==> config.mk <==
export PLATFORM = sky130hd
export DESIGN_NAME = gshare_predictor
export DESIGN_NICKNAME = d
export VERILOG_FILES = /design/src/rtl/lc3b_types.sv /design/src/rtl/pred_fifo.sv /design/src/rtl/gshare_predictor.sv
export SDC_FILE = /design/constraint.sdc
export NUM_CORES = 1
export LEC_CHECK = 0
export ABC_AREA = 0
export BUFFER_PORTS_ARGS = -buffer_cell sky130_fd_sc_hd__buf_2
export CORE_ASPECT_RATIO = 0.7
export CORE_MARGIN = 3
export CORE_UTILIZATION = 40
export DETAILED_ROUTE_END_ITERATION = 10
export GPL_TIMING_DRIVEN = 1
export PLACE_DENSITY = 0.66
export SETUP_SLACK_MARGIN = 0.3
export SLEW_MARGIN = 20
export SYNTH_ARGS = -nofsm -noshare
export SYNTH_HDL_FRONTEND = slang
export SYNTH_HIERARCHICAL = 1
export SYNTH_SLANG_ARGS = --single-unit
==> constraint.sdc <==
create_clock -name clk -period 3.8 [get_ports clk]
set_clock_uncertainty 0.05 [all_clocks]
set_input_delay 0.19 -clock clk [delete_from_list [all_inputs] [get_ports clk]]
set_output_delay 0.19 -clock clk [all_outputs]
set_load 0.01 [all_outputs]
==> src/rtl/lc3b_types.sv <==
// lc3b_types: shared types for the gshare predictor slice.
//   lc3b_word       16-bit LC-3b machine word (used for branch PCs)
//   gshare_entry_t  one in-flight branch record: table index plus the
//                   prediction handed to fetch
//   weak_nt_value   reset value of an N-bit counter (weakly not-taken)
// The index field is sized for the widest legal table so that a single
// struct serves every parameterisation; narrower tables zero-extend.
package lc3b_types;

  typedef logic [15:0] lc3b_word;

  localparam int MAX_IDX_BITS = 6;
  localparam int MAX_CTR_BITS = 3;

  typedef struct packed {
    logic [MAX_IDX_BITS-1:0] idx;
    logic                    pred;
  } gshare_entry_t;

  // Largest value whose MSB is still 0, i.e. 2**(ctr_bits-1)-1.
  function automatic logic [MAX_CTR_BITS-1:0] weak_nt_value(input int ctr_bits);
    return MAX_CTR_BITS'((1 << (ctr_bits - 1)) - 1);
  endfunction

endpackage

==> src/rtl/pred_fifo.sv <==
// pred_fifo: parametrised synchronous FIFO holding in-flight branch records.
// Ports:
//   clk, rst      clock and synchronous active-high reset
//   push          write push_data at the tail (ignored while full)
//   pop           drop the head entry (ignored while empty)
//   flush         discard every entry; wins over push and pop
//   push_data     entry to append
//   head_data     oldest entry (valid only while !empty)
//   full, empty   occupancy flags
//   count         number of stored entries, 0..DEPTH
// DEPTH must be a power of two so the pointers wrap on their own.
module pred_fifo #(
  parameter int WIDTH = 8,
  parameter int DEPTH = 4
) (
  input  logic                     clk,
  input  logic                     rst,
  input  logic                     push,
  input  logic                     pop,
  input  logic                     flush,
  input  logic [WIDTH-1:0]         push_data,
  output logic [WIDTH-1:0]         head_data,
  output logic                     full,
  output logic                     empty,
  output logic [$clog2(DEPTH):0]   count
);

  localparam int AW = $clog2(DEPTH);
  localparam logic [AW:0] FULL_COUNT = (AW + 1)'(DEPTH);

  logic [WIDTH-1:0] mem [DEPTH];
  logic [AW-1:0]    wr_ptr;
  logic [AW-1:0]    rd_ptr;
  logic             do_push;
  logic             do_pop;

  assign full      = (count == FULL_COUNT);
  assign empty     = (count == '0);
  assign do_push   = push & ~full;
  assign do_pop    = pop & ~empty;
  assign head_data = mem[rd_ptr];

  // Pointer and occupancy bookkeeping; a flush simply rewinds everything.
  always_ff @(posedge clk) begin
    if (rst || flush) begin
      wr_ptr <= '0;
      rd_ptr <= '0;
      count  <= '0;
    end else begin
      if (do_push) wr_ptr <= wr_ptr + AW'(1);
      if (do_pop)  rd_ptr <= rd_ptr + AW'(1);
      case ({do_push, do_pop})
        2'b10:   count <= count + (AW + 1)'(1);
        2'b01:   count <= count - (AW + 1)'(1);
        default: count <= count;
      endcase
    end
  end

  // Storage needs no reset: entries are only read while counted as valid.
  always_ff @(posedge clk) begin
    if (!rst && !flush && do_push) mem[wr_ptr] <= push_data;
  end

endmodule

==> src/rtl/gshare_predictor.sv <==
// gshare_predictor: global-history branch predictor with in-order tracking of
// up to FIFO_DEPTH unresolved branches.
// Ports:
//   clk, rst            clock and synchronous active-high reset
//   lookup_valid/pc     fetch presents a branch; PC bits [IDX_BITS:1] index
//   lookup_ready        room in the in-flight FIFO (no bypass on a same-cycle pop)
//   prediction          combinational, MSB of the indexed counter
//   resolve_valid/taken outcome of the oldest in-flight branch
//   resolve_mispredict  combinational, outcome differs from the stored prediction
//   in_flight_count     recorded but unresolved branches
//   stat_branches/stat_mispredicts  present only with GSHARE_STATS_EN defined
// Optional build macro: GSHARE_STATS_EN adds saturating 16-bit statistics.
module gshare_predictor
  import lc3b_types::*;
#(
  parameter int IDX_BITS   = 4,
  parameter int HIST_BITS  = 4,
  parameter int CTR_BITS   = 2,
  parameter int FIFO_DEPTH = 4
) (
  input  logic                          clk,
  input  logic                          rst,
  input  logic                          lookup_valid,
  input  lc3b_word                      lookup_pc,
  output logic                          lookup_ready,
  output logic                          prediction,
  input  logic                          resolve_valid,
  input  logic                          resolve_taken,
  output logic                          resolve_mispredict,
`ifdef GSHARE_STATS_EN
  output logic [15:0]                   stat_branches,
  output logic [15:0]                   stat_mispredicts,
`endif
  output logic [$clog2(FIFO_DEPTH):0]   in_flight_count
);

  localparam int ENTRIES = 1 << IDX_BITS;
  localparam int GW      = (HIST_BITS > 0) ? HIST_BITS : 1;
  localparam logic [CTR_BITS-1:0] CTR_MAX  = '1;
  localparam logic [CTR_BITS-1:0] CTR_INIT = CTR_BITS'(weak_nt_value(CTR_BITS));

  logic [GW-1:0]       spec_ghr;
  logic [GW-1:0]       commit_ghr;
  logic [GW-1:0]       commit_next;
  logic [IDX_BITS-1:0] hist_ext;
  logic [IDX_BITS-1:0] lookup_idx;
  logic [IDX_BITS-1:0] upd_idx;
  logic [ENTRIES-1:0]  ctr_msbs;
  gshare_entry_t       push_entry;
  gshare_entry_t       head_entry;
  logic                fifo_full;
  logic                fifo_empty;
  logic                resolve_fire;
  logic                do_push;
  logic                do_pop;
  logic                unused_pc;

  // Shift one outcome into a history register, dropping the oldest bit.
  function automatic logic [GW-1:0] shift_hist(input logic [GW-1:0] h, input logic b);
    logic [GW:0] wide;
    wide = {h, b};
    return wide[GW-1:0];
  endfunction

  // With zero history bits the predictor degenerates to bimodal indexing.
  generate
    if (HIST_BITS > 0) begin : g_hist
      assign hist_ext = IDX_BITS'(spec_ghr);
    end else begin : g_no_hist
      logic unused_ghr;
      assign hist_ext   = '0;
      assign unused_ghr = ^spec_ghr;
    end
  endgenerate

  assign unused_pc  = ^{lookup_pc[15:IDX_BITS+1], lookup_pc[0]};
  assign lookup_idx = lookup_pc[IDX_BITS:1] ^ hist_ext;
  assign prediction = ctr_msbs[lookup_idx];

  assign push_entry.idx  = MAX_IDX_BITS'(lookup_idx);
  assign push_entry.pred = prediction;
  assign upd_idx         = head_entry.idx[IDX_BITS-1:0];

  generate
    if (IDX_BITS < MAX_IDX_BITS) begin : g_idx_pad
      logic unused_idx_pad;
      assign unused_idx_pad = ^head_entry.idx[MAX_IDX_BITS-1:IDX_BITS];
    end
  endgenerate

  assign lookup_ready       = ~fifo_full;
  assign resolve_fire       = resolve_valid & ~fifo_empty;
  assign resolve_mispredict = resolve_fire & (resolve_taken != head_entry.pred);
  // A mispredict flushes wrong-path work, including this cycle's lookup.
  assign do_push            = lookup_valid & lookup_ready & ~resolve_mispredict;
  assign do_pop             = resolve_fire & ~resolve_mispredict;
  assign commit_next        = shift_hist(commit_ghr, resolve_taken);

  pred_fifo #(
    .WIDTH ($bits(gshare_entry_t)),
    .DEPTH (FIFO_DEPTH)
  ) u_fifo (
    .clk       (clk),
    .rst       (rst),
    .push      (do_push),
    .pop       (do_pop),
    .flush     (resolve_mispredict),
    .push_data (push_entry),
    .head_data (head_entry),
    .full      (fifo_full),
    .empty     (fifo_empty),
    .count     (in_flight_count)
  );

  // Speculative history follows predictions; committed history follows real
  // outcomes and becomes the repair point whenever a mispredict is found.
  always_ff @(posedge clk) begin
    if (rst) begin
      spec_ghr   <= '0;
      commit_ghr <= '0;
    end else begin
      if (resolve_fire) commit_ghr <= commit_next;
      if (resolve_mispredict) spec_ghr <= commit_next;
      else if (do_push)       spec_ghr <= shift_hist(spec_ghr, prediction);
    end
  end

  // Counter table: one saturating counter per entry, trained at the index
  // stored with the resolving branch rather than a recomputed one.
  generate
    for (genvar i = 0; i < ENTRIES; i++) begin : g_ctr
      logic [CTR_BITS-1:0] ctr_q;

      always_ff @(posedge clk) begin
        if (rst) begin
          ctr_q <= CTR_INIT;
        end else if (resolve_fire && (upd_idx == IDX_BITS'(i))) begin
          if (resolve_taken) begin
            if (ctr_q != CTR_MAX) ctr_q <= ctr_q + CTR_BITS'(1);
          end else begin
            if (ctr_q != '0) ctr_q <= ctr_q - CTR_BITS'(1);
          end
        end
      end

      assign ctr_msbs[i] = ctr_q[CTR_BITS-1];
    end
  endgenerate

`ifdef GSHARE_STATS_EN
  // Saturating event counters for resolved branches and mispredicts.
  always_ff @(posedge clk) begin
    if (rst) begin
      stat_branches    <= '0;
      stat_mispredicts <= '0;
    end else begin
      if (resolve_fire && stat_branches != 16'hFFFF)
        stat_branches <= stat_branches + 16'd1;
      if (resolve_mispredict && stat_mispredicts != 16'hFFFF)
        stat_mispredicts <= stat_mispredicts + 16'd1;
    end
  end
`endif

endmodule

Yosys cells after proc, flatten, opt, wreduce, memory -nomap -nowiden
Memory sizes are Yosys's and may differ from the RTL's. A register that Yosys moved wholly into a read port is not among the register bits. Index checks and enable logic that the tools add are counted.

Add/subtract/negate cells: 36. Order comparisons: 1. Eq/ne operators: 51. Mux-type cells: 57. Bitwise operators: 11. Reduce and logical (&&, ||, !) cells: 73.

Operators by type and width (count): $mux W2 (50); $reduce_bool A2 Y1 (34); $reduce_and A3 Y1 (16); $add A2 B1 Y2 const B (18); $eq A4 B4 Y1 const B (8); $ne A2 B1 Y1 const B (16); $ne A2 B2 Y1 const B (16); $sub A2 B1 Y2 const B (16); $logic_and A1 B1 Y1 (18); $eq A4 B3 Y1 const B (4); $eq A4 B2 Y1 const B (2); $mux W4 (2); $and A1 B1 Y1 (7); $pmux W3 S2 (1); $lt A4 B5 Y1 const B (1); $bmux W1 S4 (1); $eq A4 B1 Y1 const B (1); $logic_not A4 Y1 (1); $xor A4 B4 Y4 (1); $add A3 B1 Y3 const B (1); $eq A3 B3 Y1 const B (1); $logic_not A3 Y1 (1); $mux W1 (3); $not A1 Y1 (3); 6 further kinds (7).

Bits in registers: 46. Memory bits (writable): 20. Input port bits: 21. Output and inout port bits: 6. Word-level logic and storage cells: 251. Memories: 1.

Memories: u_fifo.mem (depth 4, width 5, read ports 1, clocked after memory_dff 1, wr ports 1, line pred_fifo.sv:31) `logic [WIDTH-1:0] mem [DEPTH];`.

Logic depth before layout (Yosys ltp)
Word-level depth: 10. Gate-level depth with buffers: 13.

Hierarchy
Netlist, hierarchy kept.

By module, submodules not included: gshare_predictor (instances 1, cells an instance 277, area an instance 2187.1 µm², sequential area each 780.7 µm²); pred_fifo (instances 1, cells an instance 92, area an instance 1492.7 µm², sequential area each 1021.0 µm²).

Least setup slack after synthesis
OpenSTA, ideal clock, no wires.

Kind: reg-to-reg. Start point: register with a tool-made name. End point: register u_fifo.count[2]. Setup time: 0.070 ns. Arrival: 3.206 ns. Required time: 3.680 ns. Path slack: 0.474 ns. Cell stages (with the launch flop): 14. Buffers on the path: 1. Path through: dfxtp_1 > buf_2 > mux4_2 > xnor2_1 > nor2_1 > nor2_1 > and2_4 > inv_1 > ha_1 > inv_1 > fa_1 > xor2_1 > or3_1 > a21oi_1.

RTL lines: end signal, assigned (line pred_fifo.sv:53) `2'b10: count <= count + (AW + 1)'(1);`; end signal, assigned (line pred_fifo.sv:54) `2'b01: count <= count - (AW + 1)'(1);`; end signal, assigned (line pred_fifo.sv:55) `default: count <= count;`; end, declared (line pred_fifo.sv:25) `output logic [$clog2(DEPTH):0] count`.

==> metrics.yaml <==
status: "complete, no violations"
nets: 395
dr.pass1.iters: 5
worstPathRequired_ps: 4000
drt_iter0_markers: 192
fmax_ghz: 0.3126
grt_max_degree: 59
internal_power_mw: 1.468
cts_htree_levels: 3
finalCritPeriodShare: 0.8417
clock-root-buffer: "clkbuf_16"
path_class: "reg2reg"
vias: 2638
period_needed_ps: 3198
syn_area_mm2: 0.003391
path_common_cell: "nor2b_1"
cts_tree: "yes"
clk_pin_slew_ps: 50
cts_sinks: 68
fin_area_mm2: 0.003836
design.die.area_mm2: 0.009635
cts_resized: 0
cp_slowest_cell: "mux4_2"
comb_power_share: 0.180
cts_made_buffers: 9
ant_nets: 0
net-switching-power_mw: 0.5688
slew_headroom: 0.5101
clockPowerShare: 0.390
layout-drive-gt1-share: 0.1180
final.setup.tns_ps: 0
gp_congestion: 0.7265
wl_per_cell_um: 15.27
syn_to_final_growth_pct: 13.14
globalRouteOverflowTotal: 0
track_usage: 0.1584
clk_latency_ps: 320
min_path_type: "in2reg"
crit_path_cell_trace: "mux4_2, xnor2_1, nor2b_1, nor2b_1, ha_1, inv_1, fa_1, xor2_1, or3_1, a21oi_1"
timing.reg2reg.setup_slack_ps: 600
critPathCaptureType: "register"
post-cts-setup-buffer-count: 0
hpwl_um: 4978
vias_per_cell: 5.565
fillCellCount: 748
clk_path_buf_depth: 2
die_y_um: 83.03
startpoint_type: "register"
crit_fanout: 5
cap_violations: 0
wl_um: 7240
finalPower_mw: 2.037
ff2ff_path_depth: 10
avgSynthCellArea_um2: 9.471
hold_buffers: 0
setup_ws_ps: 601.5
drc: 0
die_x_um: 116.0
arrival_ps: 3400
antenna_found_initial: 0
vdd_drop_max_v: 0.0002539
ios: 27
final_hold_viol_count: 0
final_util: 0.4771
slew_violations: 0
syn-instance-count: 358
tightest_slew_ps: 734.8
p_leak_nw: 1.495
rows: 27
syn-num-nets: 385
diodes: 0
swShare: 0.2793
setup_viol_count_final: 0
grt_pass1_vias: 2497
grt_pass1_wl_um: 12000
initial_core_util: 0.4217
grt_setup_unrepaired: "false"
max_stage_delay_ps: 600
pwr-share-seq: 0.431
portBuffers: 14
ys_warn_count: 6
place_ws_ps: 564.8
crit_path_end: "u_fifo/count[2]"
dpl-instance-area_mm2: 0.003547
powerDensity_mw_per_mm2: 530.9
coreArea_mm2: 0.008040
worstReg2RegEnd: "u_fifo/count[2]"
-- flip-flops by register name (all words and copies together), names as in the netlist, named ones only --
signal / count
u_fifo/count: 3
u_fifo/wr_ptr: 2
g_ctr.ctr_q: 32
u_fifo/mem: 20
u_fifo/rd_ptr: 2
hist_ext: 4
commit_ghr: 3
-- layer usage --
layer | vias to the layer above | track usage | routed length (um)
met5 | - | 0 | 0
met4 | 0 | 0.05163 | 86
met3 | 9 | 0.04297 | 457
met2 | 76 | 0.2439 | 3277
met1 | 1245 | 0.2159 | 3418
li1 | 1308 | - | -
-- worst min path at each step --
stage | depth (start not counted) | slack (ps) | to | startpoint
2_1_floorplan | 3 | 370 | register | rst
3_3_place_gp | 2 | 410 | g_ctr[14].ctr_q[1] | g_ctr[14].ctr_q[0]
3_5_place_dp | 2 | 420 | g_ctr[13].ctr_q[1] | g_ctr[13].ctr_q[0]
4_1_cts | 2 | 260 | u_fifo/mem[2][4] | lookup_pc[4]
5_1_grt | 2 | 290 | u_fifo/mem[2][4] | lookup_pc[4]
6_report | 2 | 260 | u_fifo/mem[2][4] | lookup_pc[4]
-- worst max-delay path, delay by kind of cell (launching register included) --
kind	cells	cell delay [ps]
buffers and inverters	1	60
AOI/OAI and AO/OA	1	140
xor gates and xnor gates	2	380
DFF	1	520
and+or+nand+nor	3	790
adders and majority gates	2	590
muxes	1	600
-- through the flow --
stage / hold WS [ps] / instances
2_1_floorplan: 369.1 / 358
3_3_place_gp: 409.9 / 458
3_5_place_dp: 419.6 / 458
4_1_cts: 255.8 / 474
5_1_grt: 291.9 / 474
6_report: 263.7 / 474
-- power by group through the flow --
stage | clock (mW) | sequential [mW] | combinational [mW]
5_1_grt | 0.837 | 0.889 | 0.409
2_1_floorplan | 0 | 0.874 | 0.274
4_1_cts | 0.811 | 0.877 | 0.366
3_5_place_dp | 0 | 0.892 | 0.365
6_report | 0.794 | 0.878 | 0.366
3_3_place_gp | 0 | 0.886 | 0.353
-- layout make-up --
type / instances / area (um^2) / area share
clock inverters: 3 / 17.52 / 0.004566
well taps: 101 / 126.4 / 0.03294
flip-flops and latches: 68 / 1562 / 0.4070
clock buffers: 13 / 271.5 / 0.07078
multi-input cells: 257 / 1699 / 0.4429
inverters: 12 / 45.04 / 0.01174
repair buffers: 20 / 115.1 / 0.03001
-- layout by cell type (no fill, tap or decap), types with 11 or more instances in the layout --
master	count
dfxtp_1	48
a21oi_1	28
buf_2	14
edfxtp_1	20
nor2_1	44
a21o_1	11
inv_1	12
o21ai_0	19
and3_1	19
nor3_1	12
o21ai_1	12
nand2_1	30
Note: power is estimated with default switching activity, not from simulation.
